**config.mk**
```make
export PLATFORM = sky130hd
export DESIGN_NAME = ask_bit_sync
export DESIGN_NICKNAME = d
export VERILOG_FILES = /design/src/rtl/ask_bit_sync.sv
export SDC_FILE = /design/constraint.sdc
export NUM_CORES = 1
export LEC_CHECK = 0
export BUFFER_PORTS_ARGS = -buffer_cell sky130_fd_sc_hd__buf_2
export CAP_MARGIN = 20
export CORE_ASPECT_RATIO = 1.75
export CORE_MARGIN = 2
export CORE_UTILIZATION = 50
export CTS_CLUSTER_SIZE = 40
export DETAILED_ROUTE_END_ITERATION = 6
export PLACE_DENSITY_LB_ADDON = 0.15
export SLEW_MARGIN = 10
export SYNTH_ARGS = -nofsm -noshare
export SYNTH_HDL_FRONTEND = slang
export SYNTH_SLANG_ARGS = --single-unit
```
**constraint.sdc**
```tcl
create_clock -name clk -period 2.25 [get_ports clk]
set_clock_uncertainty 0.05 [all_clocks]
set_input_delay 0 -clock clk [delete_from_list [all_inputs] [get_ports clk]]
set_output_delay 0 -clock clk [all_outputs]
set_load 0.05 [all_outputs]
```
**src/rtl/ask_bit_sync.sv**
```systemverilog
// ASK bit synchronizer: hysteresis slicer, early/late phase tracker and bit sampler
// with an edge-window lock detector.
module ask_bit_sync #(
  parameter int SPS        = 8,
  parameter int HYST       = 0,
  parameter int LOCK_CNT   = 16,
  parameter int UNLOCK_CNT = 4
) (
  input  logic               clk,
  input  logic               rst,
  input  logic signed [13:0] din,
  input  logic signed [13:0] gate,
  output logic               dout,
  output logic               dout_valid,
  output logic               locked
);

  localparam int CW   = (SPS > 1) ? $clog2(SPS) : 1;
  localparam int GW   = $clog2(LOCK_CNT + 1);
  localparam int BW   = $clog2(UNLOCK_CNT + 1);

  localparam logic [CW-1:0]        CNT_LAST = CW'(SPS - 1);
  localparam logic [CW-1:0]        CNT_HALF = CW'(SPS / 2);
  localparam logic [CW-1:0]        CNT_WRAP = CW'(SPS - 2);
  localparam logic [GW-1:0]        GOOD_MAX = GW'(LOCK_CNT);
  localparam logic [BW-1:0]        BAD_MAX  = BW'(UNLOCK_CNT);
  localparam logic signed [14:0]   HYST_X   = 15'(HYST);

  logic signed [14:0] din_x, gate_x, hi, lo;
  logic               hard_q, hard_d, hard_dly_q;
  logic [CW-1:0]      cnt_q, cnt_d;
  logic               dout_q, dout_d, valid_q, valid_d, locked_q, locked_d;
  logic [GW-1:0]      good_q, good_d;
  logic [BW-1:0]      bad_q, bad_d;
  logic               sym_edge, early, late, in_win;

  assign din_x  = {din[13], din};
  assign gate_x = {gate[13], gate};
  assign hi     = gate_x + HYST_X;
  assign lo     = gate_x - HYST_X;

  assign sym_edge = hard_q ^ hard_dly_q;
  assign early    = sym_edge && (cnt_q != '0) && (cnt_q < CNT_HALF);
  assign late     = sym_edge && (cnt_q >= CNT_HALF);
  assign in_win   = (cnt_q == CNT_LAST) || (cnt_q == CW'(0)) || (cnt_q == CW'(1));

  always_comb begin
    hard_d   = hard_q;
    cnt_d    = (cnt_q == CNT_LAST) ? '0 : cnt_q + CW'(1);
    dout_d   = dout_q;
    valid_d  = 1'b0;
    good_d   = good_q;
    bad_d    = bad_q;
    locked_d = locked_q;

    if (din_x > hi) begin
      hard_d = 1'b1;
    end else if (din_x < lo) begin
      hard_d = 1'b0;
    end

    // Early edge: hold the counter one cycle; late edge: skip one count.
    if (early) begin
      cnt_d = cnt_q;
    end else if (late) begin
      cnt_d = (cnt_q >= CNT_WRAP) ? cnt_q - CNT_WRAP : cnt_q + CW'(2);
    end

    if (cnt_q == CNT_HALF) begin
      dout_d  = hard_q;
      valid_d = 1'b1;
    end

    if (sym_edge) begin
      if (in_win) begin
        bad_d = '0;
        if (good_q != GOOD_MAX) good_d = good_q + GW'(1);
        if (good_d == GOOD_MAX) locked_d = 1'b1;
      end else begin
        good_d = '0;
        if (bad_q != BAD_MAX) bad_d = bad_q + BW'(1);
        if (bad_d == BAD_MAX) locked_d = 1'b0;
      end
    end
  end

  always_ff @(posedge clk or posedge rst) begin
    if (rst) begin
      hard_q     <= 1'b0;
      hard_dly_q <= 1'b0;
      cnt_q      <= '0;
      dout_q     <= 1'b0;
      valid_q    <= 1'b0;
      locked_q   <= 1'b0;
      good_q     <= '0;
      bad_q      <= '0;
    end else begin
      hard_q     <= hard_d;
      hard_dly_q <= hard_q;
      cnt_q      <= cnt_d;
      dout_q     <= dout_d;
      valid_q    <= valid_d;
      locked_q   <= locked_d;
      good_q     <= good_d;
      bad_q      <= bad_d;
    end
  end

  assign dout       = dout_q;
  assign dout_valid = valid_q;
  assign locked     = locked_q;

endmodule
```
After elaboration in Yosys (flattened, before gate mapping)
Index checks and enable logic that the tools add are counted.

word-level totals
  register bits after elaboration = 16
  bits of input ports = 30
  output and inout bits = 3
  logic and storage cells = 54

cells by class
  add/subtract/negate cells = 5
  order comparisons = 5
  equality and inequality tests = 8
  muxes and demuxes = 17
  bitwise operators = 1
  reductions and logical operators = 10

operators with widths
  cell                                                  number
  two-way mux 3 bit                                     7
  two-way mux 5 bit                                     4
  greater-than comparator 14 bit                        1
  less-than comparator 14 bit                           1
  equality test 3 bit (second input constant)           3
  adder 3 x 1 -> 3 bit (second input constant)          2
  >= comparator 3 bit (second input constant)           2
  two-way mux 1 bit                                     6
  adder 5 x 1 -> 5 bit (second input constant)          1
  equality test 5 bit (second input constant)           1
  != test 5 bit (second input constant)                 1
  nonzero test 2 bit                                    2
  adder 3 x 2 -> 3 bit (second input constant)          1
  equality test 3 x 1 -> 1 bit (second input constant)  1
  logical AND 1 bit                                     3
  logical NOT 3 bit                                     1
  less-than comparator 3 bit (second input constant)    1
  != test 3 bit (second input constant)                 1
  AND reduction 3 bit                                   1
  nonzero test 3 bit                                    1
  subtractor 3 bit (second input constant)              1
  logical OR 1 bit                                      2
  != test 2 x 1 -> 1 bit (second input constant)        1
  XOR 1 bit                                             1

Logic depth before layout (Yosys ltp)
Gate-level depths: netlist of the first run.

  depth after elaboration = 8
  depth in mapped cells = 7
  mapped depth without buffers = 7

Worst setup path after synthesis of the first run
No wires, ideal clock.

  path kind = flip-flop to flip-flop
  start = register cnt_q[0]
  end = register good_q[0]
  library setup time = 0.074 ns
  data arrival time = 1.553 ns
  data required time = 2.126 ns
  path slack = 0.572 ns
  stages on the path, launching flop included = 8
  buffers on the path = 0
  period minus slack after synthesis = 1.678 ns
  path through = dfrtp_1 -> inv_1 -> ha_1 -> nor3_1 -> nor2_1 -> nand2_2 -> or3_1 -> o21ai_2

between the ends
  word-level cells in the longest chain between the ends = 4
  elaborated cells on any way between the ends = 6
  those cells by class = 2 x eq/ne; 1 x mux; 3 x reduce/logical

ends and longest elaborated chain
  element                                                          RTL line  source
  from (decl)                                                      31        logic [CW-1:0] cnt_q, cnt_d;
  from (signal assigned)                                           100       cnt_q <= cnt_d;
  equality test 3 bit / logical NOT 3 bit (equally long branches)  45        assign in_win = (cnt_q == CNT_LAST) || (cnt_q == CW'(0)) || (cnt_q == CW'(1));
  logical OR 1 bit                                                 45
  logical OR 1 bit *                                               45
  two-way mux 5 bit *                                              75        if (in_win) begin
  to (signal assigned)                                             104       good_q <= good_d;
  to (decl)                                                        33        logic [GW-1:0] good_q, good_d;

Mark *: on every way between the ends. The rest lies on a longest branch, timed or not.
A chain may end at the register's enable or synchronous reset.

Worst setup path after layout of the first run
  start = register cnt_q[1]
  end = register good_q[0]

Same word-level chain as after synthesis.

==> results of run 1 <==
worst min-delay path by stage:
stage / slack, ns / endpoint / from
after global placement: 0.05 / good_q[1] / rst
after global routing: 0.18 / hard_q / din[13]
final: 0.17 / hard_q / din[13]
after floorplan: -0.14 / bad_q[0] / rst
after CTS: 0.18 / hard_q / din[13]
after detailed placement: 0.06 / good_q[2] / rst
layout make-up:
class                           instances  area, um^2  area share (%)
Timing Repair Buffer                   33       170.2           11.01
Clock buffer                            4       55.05           3.563
Multi-Input combinational cell        112       793.3           51.34
Tap cell                               26       32.53           2.105
Inverter                               25       93.84           6.073
Sequential cell                        16       400.4           25.91
where the power goes:
group          internal, mW  total [mW]  switching (mW)  leakage (nW)
clock                 0.155       0.256           0.101        0.0288
combinational         0.287       0.738           0.451         0.585
sequential            0.388       0.497           0.109         0.202
total                 0.831        1.49           0.660         0.816
worst register-to-register path: stages, from the launching register on:
cell	delay, ns
dfrtp_1	0.39
inv_1	0.12
ha_1	0.26
nor3_1	0.08
nor2_1	0.40
nand2_2	0.11
or3_1	0.37
o21ai_2	0.07
sequential cells by signal (all words and copies together), names as in the netlist:
name	count
hard_dly_q	1
dout_valid	1
bad_q	3
good_q	5
hard_q	1
cnt_q	3
locked	1
dout	1
logic make-up after synthesis:
| logic type | count (synthesis) |
|---|---|
| xor+xnor | 3 |
| flops | 16 |
| simple gates | 48 |
| buf+inv | 25 |
| compound gates | 37 |
| fa+ha+maj | 22 |
| mux | 2 |
per-stage QoR:
step                      utilization (%)  std cells
after CTS                           62.75        216
after global placement              60.11        211
after detailed placement            60.11        211
after global routing                62.75        216
after floorplan                         -        153
final                               62.75        216
what timing repair did:
item | in CTS | in global routing
hold endpoints to repair | 16 | 0
endpoints found under the setup margin | 0 | 0
hold buffers | 1 | 0
layout by cell type (no fill, tap or decap), types with 3 or more instances in the layout:
cell	n
dfrtp_1	16
inv_1	25
buf_2	32
nor3_1	4
clkbuf_8	4
ha_1	22
nor2_1	9
o21ai_0	13
nand2_1	14
nand2b_1	3
nand3_1	5
a21oi_1	13
routing by layer:
metal / up-vias / global-route usage [%] / share of wire, %
met4: 0 / 10.42 / 2.5
met3: 7 / 2.041 / 3.2
met5: - / 0 / 0
met1: 537 / 15.81 / 34
met2: 29 / 42.22 / 60
li1: 597 / - / -
==> run metrics, run 1 <==
Initial Utilization=52.29%; CP Capture Type=register; # port buffers=32; ys async rst share=100.0%; Worst Path Max Fanout=8; H-tree depth=1; largest net degree at the start of global routing=17; Ant. Diodes=0; origin of the critical flop-to-flop path=cnt_q[1]; critical path launch point=cnt_q[1]; delay-heaviest family, CP=simple AND/OR/NAND/NOR gates; CP Depth=7; leakage=0.8160 nW; worst reg-to-reg path cell count=7; drt pass-1 iters=2; largest cells by area after synthesis=dfrtp_1, ha_1, inv_1, a21oi_1, o21ai_0; Reg2Reg Capture Point=good_q[0]; Seq cells post-synth=16; final worst setup slack=0.3155 ns; most frequent cell after synthesis=inv_1; RSZ-0062 raised after global routing=no; FF-to-FF setup slack=0.32 ns; synthesized area per cell=8.415 um^2; gr usage total=19.74%; pre-CTS setup slack=0.3443 ns; detailed-route via count=1170; Core ar.=2462 um^2; Setup violations, final=0; CP required=2.38 ns; cts repair resizes=0; Post-Synth Simple-Gate Area=19.05%; CP Class=register to register; Worst-path clk slew=0.07 ns; net count reported at finish=243; placer's final routability congestion estimate=0.8919; first-pass GRT wire length=4581 um; crit-path cells=inv_1 -> ha_1 -> nor3_1 -> nor2_1 -> nand2_2 -> or3_1 -> o21ai_2; synthesized cell area=1287 um^2; Netlist cell types=34; Finished Cell Area=1545 um^2; Worst Hold Path Cells=4; sequential cell area fraction in the yosys report=31.10%; drt wl/cell=12.28 um; Std-Cell Rows=24; Fin Setup TNS=0 ns; Slew @ Worst Pin=0.6375 ns; area share of the largest cell type after synthesis=31.10%; Clock Path Buffers=2; Yosys top cell by area=dfrtp_1; DP Area=1480 um^2; HPWL Detailed=2245 um; Die Y=71.13 um; Post-Synthesis Cells=153; Final period util=85.98%; area grow syn2layout=20.02%; # fillers=230; Mapped Nets=205; hold crit path type=input port to register; largest family of logic cells by synthesized area=adder cells; Final Hold Vio Count=0; Worst EP arrival=2.06 ns; vias in the first global route=1187; # clock sinks=16; Ports=33; fmax=516.9 MHz; EDFF count, synth=0; root buffer cell=clkbuf_8; Pwr Total=1.491 mW; Die ar.=3013 um^2; post-synthesis compound-gate area fraction=16.91%; final hold slack=0.1735 ns; clock latency on the worst-skew pair=0.25 ns; crit path to=good_q[0]; ratio of cells with drive above 1 in the final layout=22.63%; final wirelength=2652 um; CP Launch Type=register; post-CTS setup buffers=0; post-synthesis mux area share=1.652%; initial antenna violation count=0; CTS tree=done; Final Critical Period=1.934 ns; Die X-Extent=42.36 um; CTS Buf Count=3; max cap viols=0; Warnings, synthesis=0; ys flop type=dfrtp_1; Cell Pwr Density=964.9 nW/um^2; Post-Synth Adder-Cell Area=21.38%; status=finished, final reports clean; Worst VDD drop=0.0005920 V; Post-Synth XOR/XNOR Area=2.624%; drt via density=5.417; crit path buf inv count=1; top post-synthesis cells by count=inv_1, ha_1, dfrtp_1; Max Slew Vio Count=0; max_slew headroom=57.19%; Detail Route Antenna Nets=0; DRC=0; global route overflow=0; max incr delay on CP=0.40 ns; critical-path cell with the highest stage delay=nor2_1; number of DRC markers in iteration 0=6
(Power assumes the default switching activity.)
==> run 2: changes to the inputs <==
--- a/config.mk
+++ b/config.mk
@@ -9,7 +9,7 @@
 export CAP_MARGIN = 20
 export CORE_ASPECT_RATIO = 1.75
 export CORE_MARGIN = 2
-export CORE_UTILIZATION = 50
+export CORE_UTILIZATION = 30
 export CTS_CLUSTER_SIZE = 40
 export DETAILED_ROUTE_END_ITERATION = 6
 export PLACE_DENSITY_LB_ADDON = 0.15
==> run metrics, run 2 (synthesized netlist as in run 1, its figures left out) <==
status=finished, final reports clean; critical-path cell with the highest stage delay=nor2_1; CP required=2.38 ns; net count reported at finish=243; Top reg by flops=good_q; CP Launch Type=register; most common cell after layout, fill and taps aside=buf_2; initial antenna violation count=0; RSZ-0062 raised after global routing=no; leakage=0.8088 nW; crit path buf inv count=1; biggest regs=good_q x5, bad_q x3, cnt_q x3; Reg2Reg Capture Point=good_q[0]; detailed-route via count=1153; Die Y=90.66 um; # clock sinks=16; Clock power frac=14.9%; Worst Path Max Fanout=8; Std-Cell Rows=31; combinational share of power=51.2%; Ports=33; final wirelength=2705 um; delay-heaviest family, CP=simple AND/OR/NAND/NOR gates; CTS tree=done; drt wl/cell=11.37 um; gr usage total=12.17%; Cell Pwr Density=923.3 nW/um^2; CP Class=register to register; cts repair resizes=0; ratio of cells with drive above 1 in the final layout=22.22%; hold path startpoint=din[13]; clock latency on the worst-skew pair=0.24 ns; CP Capture Type=register; Die X-Extent=53.52 um; FF-to-FF setup slack=0.32 ns; max cap viols=0; max incr delay on CP=0.44 ns; number of DRC markers in iteration 0=10; drt pass-1 iters=4; placed insts=234; Hold Path Sink=hard_q; hold_buf cts=1; Core ar.=4150 um^2; DRC=0; origin of the critical flop-to-flop path=cnt_q[1]; Ant. Diodes=0; Int Pwr=794.5 uW; Clock Path Buffers=2; register area=400.4 um^2; worst reg-to-reg path cell count=7; # fillers=432; Initial Utilization=31.02%; Sw Pwr=646.2 uW; Setup violations, final=0; crit-path cells=inv_1 -> ha_1 -> nor3_1 -> nor2_1 -> nand2_2 -> or3_1 -> o21ai_2; Final period util=85.65%; # port buffers=32; Slew @ Worst Pin=0.6968 ns; Die ar.=4852 um^2; drt via density=4.845; global route overflow=0; max_slew headroom=53.21%; hold crit path type=input port to register; fin cells=238; Worst Hold Path Cells=4; area grow syn2layout=21.19%; Switching Fraction=44.85%; Worst VDD drop=0.0004783 V; Detail Route Antenna Nets=0; Max Slew Vio Count=0; post-CTS setup buffers=0; H-tree depth=1; HPWL Detailed=2286 um; Pwr Total=1.441 mW; multi-input logic area=793.3 um^2; first-pass GRT wire length=4636 um; Worst EP arrival=2.05 ns; root buffer cell=clkbuf_8; final hold slack=0.1882 ns; largest net degree at the start of global routing=17; most frequent cells in the layout=buf_2, inv_1, ha_1, dfrtp_1, nand2_1; placer's final routability congestion estimate=0.7341; Fin Setup TNS=0 ns; number of flip-flops in the largest register=5; sequential power share=34.0%; vias in the first global route=1142; fmax=518.9 MHz; Final Critical Period=1.927 ns; Final Hold Vio Count=0; Worst-path clk slew=0.06 ns; CTS Buf Count=3
==> run 2: per-stage QoR <==
stage                     worst slack, ns  util [%]  cell area, um^2
after floorplan                    0.5725         -             1287
after global placement             0.4111     36.36             1509
after detailed placement           0.3354     36.36             1509
after CTS                          0.3238     37.59             1560
after global routing               0.1291     37.59             1560
final                              0.3230     37.59             1560
==> run 2: worst max-delay path by stage <==
stage	startpoint	endpoint	slack [ns]	depth (start not counted)
finish	cnt_q[1]	good_q[0]	0.32	7
global route	cnt_q[1]	locked	0.13	7
CTS	cnt_q[0]	good_q[0]	0.32	7
detailed placement	cnt_q[1]	good_q[0]	0.34	7
global placement	cnt_q[0]	good_q[0]	0.41	7
floorplan	cnt_q[0]	good_q[0]	0.57	7
==> run 2: metal layers <==
layer	part of all wire, %	vias up	track usage [%]
li1	-	599	-
met1	40	527	13.43
met2	55	25	22.22
met3	3.9	2	1.987
met4	0.85	0	3.846
met5	0	-	0
==> run 2: worst min-delay path, cell delays in order <==
cell	delay [ns]
buf_2	0.08
ha_1	0.14
a21oi_1	0.05
a211oi_1	0.16
==> run 2: power by group through the flow <==
stage / logic, mW / clock network [mW] / registers (mW)
after floorplan: 0.486 / 0 / 0.555
after global placement: 0.727 / 0 / 0.490
after detailed placement: 0.752 / 0 / 0.493
after CTS: 0.755 / 0.220 / 0.489
after global routing: 0.848 / 0.235 / 0.506
final: 0.737 / 0.214 / 0.489
==> run 2: area by class of cell <==
type                            count  share of cell area [%]
Timing Repair Buffer               33                   10.91
Clock buffer                        3                   2.646
Tap cell                           49                   3.929
Sequential cell                    16                   25.66
Multi-Input combinational cell    112                   50.84
Inverter                           25                   6.014
==> run 3: changes to the inputs <==
--- a/config.mk
+++ b/config.mk
@@ -8,7 +8,7 @@
 export BUFFER_PORTS_ARGS = -buffer_cell sky130_fd_sc_hd__buf_2
 export CAP_MARGIN = 20
 export CORE_ASPECT_RATIO = 1.75
-export CORE_MARGIN = 2
+export CORE_MARGIN = 3
 export CORE_UTILIZATION = 30
 export CTS_CLUSTER_SIZE = 40
 export DETAILED_ROUTE_END_ITERATION = 6
==> run metrics, run 3 (synthesized netlist as in run 1, its figures left out) <==
crit-path cells=inv_1 -> ha_1 -> nor3_1 -> nor2_1 -> nand3_1 -> nor4_1 -> o32a_1; RSZ-0062 raised after global routing=no; drt wl/cell=11.60 um; Worst Hold Path Cells=4; Cell Pwr Density=921.9 nW/um^2; Top reg by flops=good_q; multi-input logic area=793.3 um^2; largest net degree at the start of global routing=17; # clock sinks=16; ratio of cells with drive above 1 in the final layout=22.22%; Worst Path Max Fanout=8; Die X-Extent=55.52 um; # port buffers=32; CP Capture Type=register; max_slew headroom=56.60%; Setup violations, final=0; critical-path cell with the highest stage delay=nor2_1; DRC=0; Core ar.=4016 um^2; Final Hold Vio Count=0; Finished Cell Area=1559 um^2; Final period util=86.13%; fmax=516.0 MHz; placed insts=233; register area=400.4 um^2; FF-to-FF setup slack=0.31 ns; detailed-route via count=1168; Max Slew Vio Count=0; worst reg-to-reg path cell count=7; clock latency on the worst-skew pair=0.25 ns; gr usage total=11.31%; max incr delay on CP=0.42 ns; Pwr Total=1.437 mW; Die ar.=5144 um^2; cts repair resizes=0; Die Y=92.66 um; H-tree depth=1; drt pass-1 iters=4; Std-Cell Rows=30; Worst-path clk slew=0.06 ns; Initial Utilization=32.06%; leakage=0.8088 nW; global route overflow=0; most common cell after layout, fill and taps aside=buf_2; pre-CTS setup slack=0.3686 ns; Ant. Diodes=0; CP Depth=7; initial antenna violation count=0; root buffer cell=clkbuf_8; Final Critical Period=1.938 ns; placer's final routability congestion estimate=0.8850; CTS Buf Count=3; Worst VDD drop=0.0003916 V; number of flip-flops in the largest register=5; Ports=33; CP Class=register to register; biggest regs=good_q x5, bad_q x3, cnt_q x3; Clock Path Buffers=2; drt via density=4.928; most frequent cells in the layout=buf_2, inv_1, ha_1, dfrtp_1, nand2_1; first-pass GRT wire length=4712 um; max cap viols=0; Detail Route Antenna Nets=0; status=finished, final reports clean; # fillers=408; number of DRC markers in iteration 0=29; final worst setup slack=0.3122 ns; area grow syn2layout=21.09%; delay-heaviest family, CP=simple AND/OR/NAND/NOR gates; crit path buf inv count=1; vias in the first global route=1219; Util after Layout=38.82%; final wirelength=2750 um; Worst EP arrival=2.08 ns; net count reported at finish=243; Fin Setup TNS=0 ns; fin cells=237; CTS tree=done; hold crit path type=input port to register; HPWL Detailed=2305 um; Slew @ Worst Pin=0.6463 ns; CP required=2.39 ns; DP Area=1508 um^2; final hold slack=0.1775 ns; CP Launch Type=register
[run 3: cell counts in the layout (fill, tap and decap cells not counted)]
Identical to the previous run, type by type.
[run 3: per-layer routing]
layer	routed length, um	part of all wire (%)	vias up	GRT usage, %
met4	70	2.5	0	5.680
met3	176	6.4	9	2.371
met1	1052	38	519	10.67
met5	0	0	-	0
met2	1450	53	42	22.13
li1	-	-	598	-
[run 3: worst paths after layout]
path	start	endpoint
hold / removal	din[13]	hard_q
max in group asynchronous	rst	good_q[2]
min in group asynchronous	rst	hard_dly_q
setup / recovery	cnt_q[0]	locked
setup reg to reg	cnt_q[0]	locked
hold reg to reg	locked	locked
[run 3: timing repair]
action | 4_1_cts | 5_1_grt
buffers inserted | 0 | 0
endpoints found under the hold margin | 16 | 0
hold buffers | 1 | 0
[run 3: report_power, final]
part / total [mW] / leakage [nW] / switching, mW / internal, mW
Sequential: 0.488 / 0.202 / 0.100 / 0.388
Combinational: 0.735 / 0.585 / 0.449 / 0.286
Clock: 0.214 / 0.0216 / 0.0952 / 0.119
[run 3: final cells by class]
class                   count  area share, %
multi-input cells         112          50.88
clock buffers               3          2.648
repair buffers             33          10.91
flip-flops and latches     16          25.68
inverters                  25          6.019
well taps                  48          3.852
[run 3: worst min-delay path: cells and delay by family]
| kind | cells | cell delay (ns) |
|---|---|---|
| AOI/OAI and AO/OA | 2 | 0.20 |
| adders and majority gates | 1 | 0.14 |
| buffers and inverters | 1 | 0.08 |
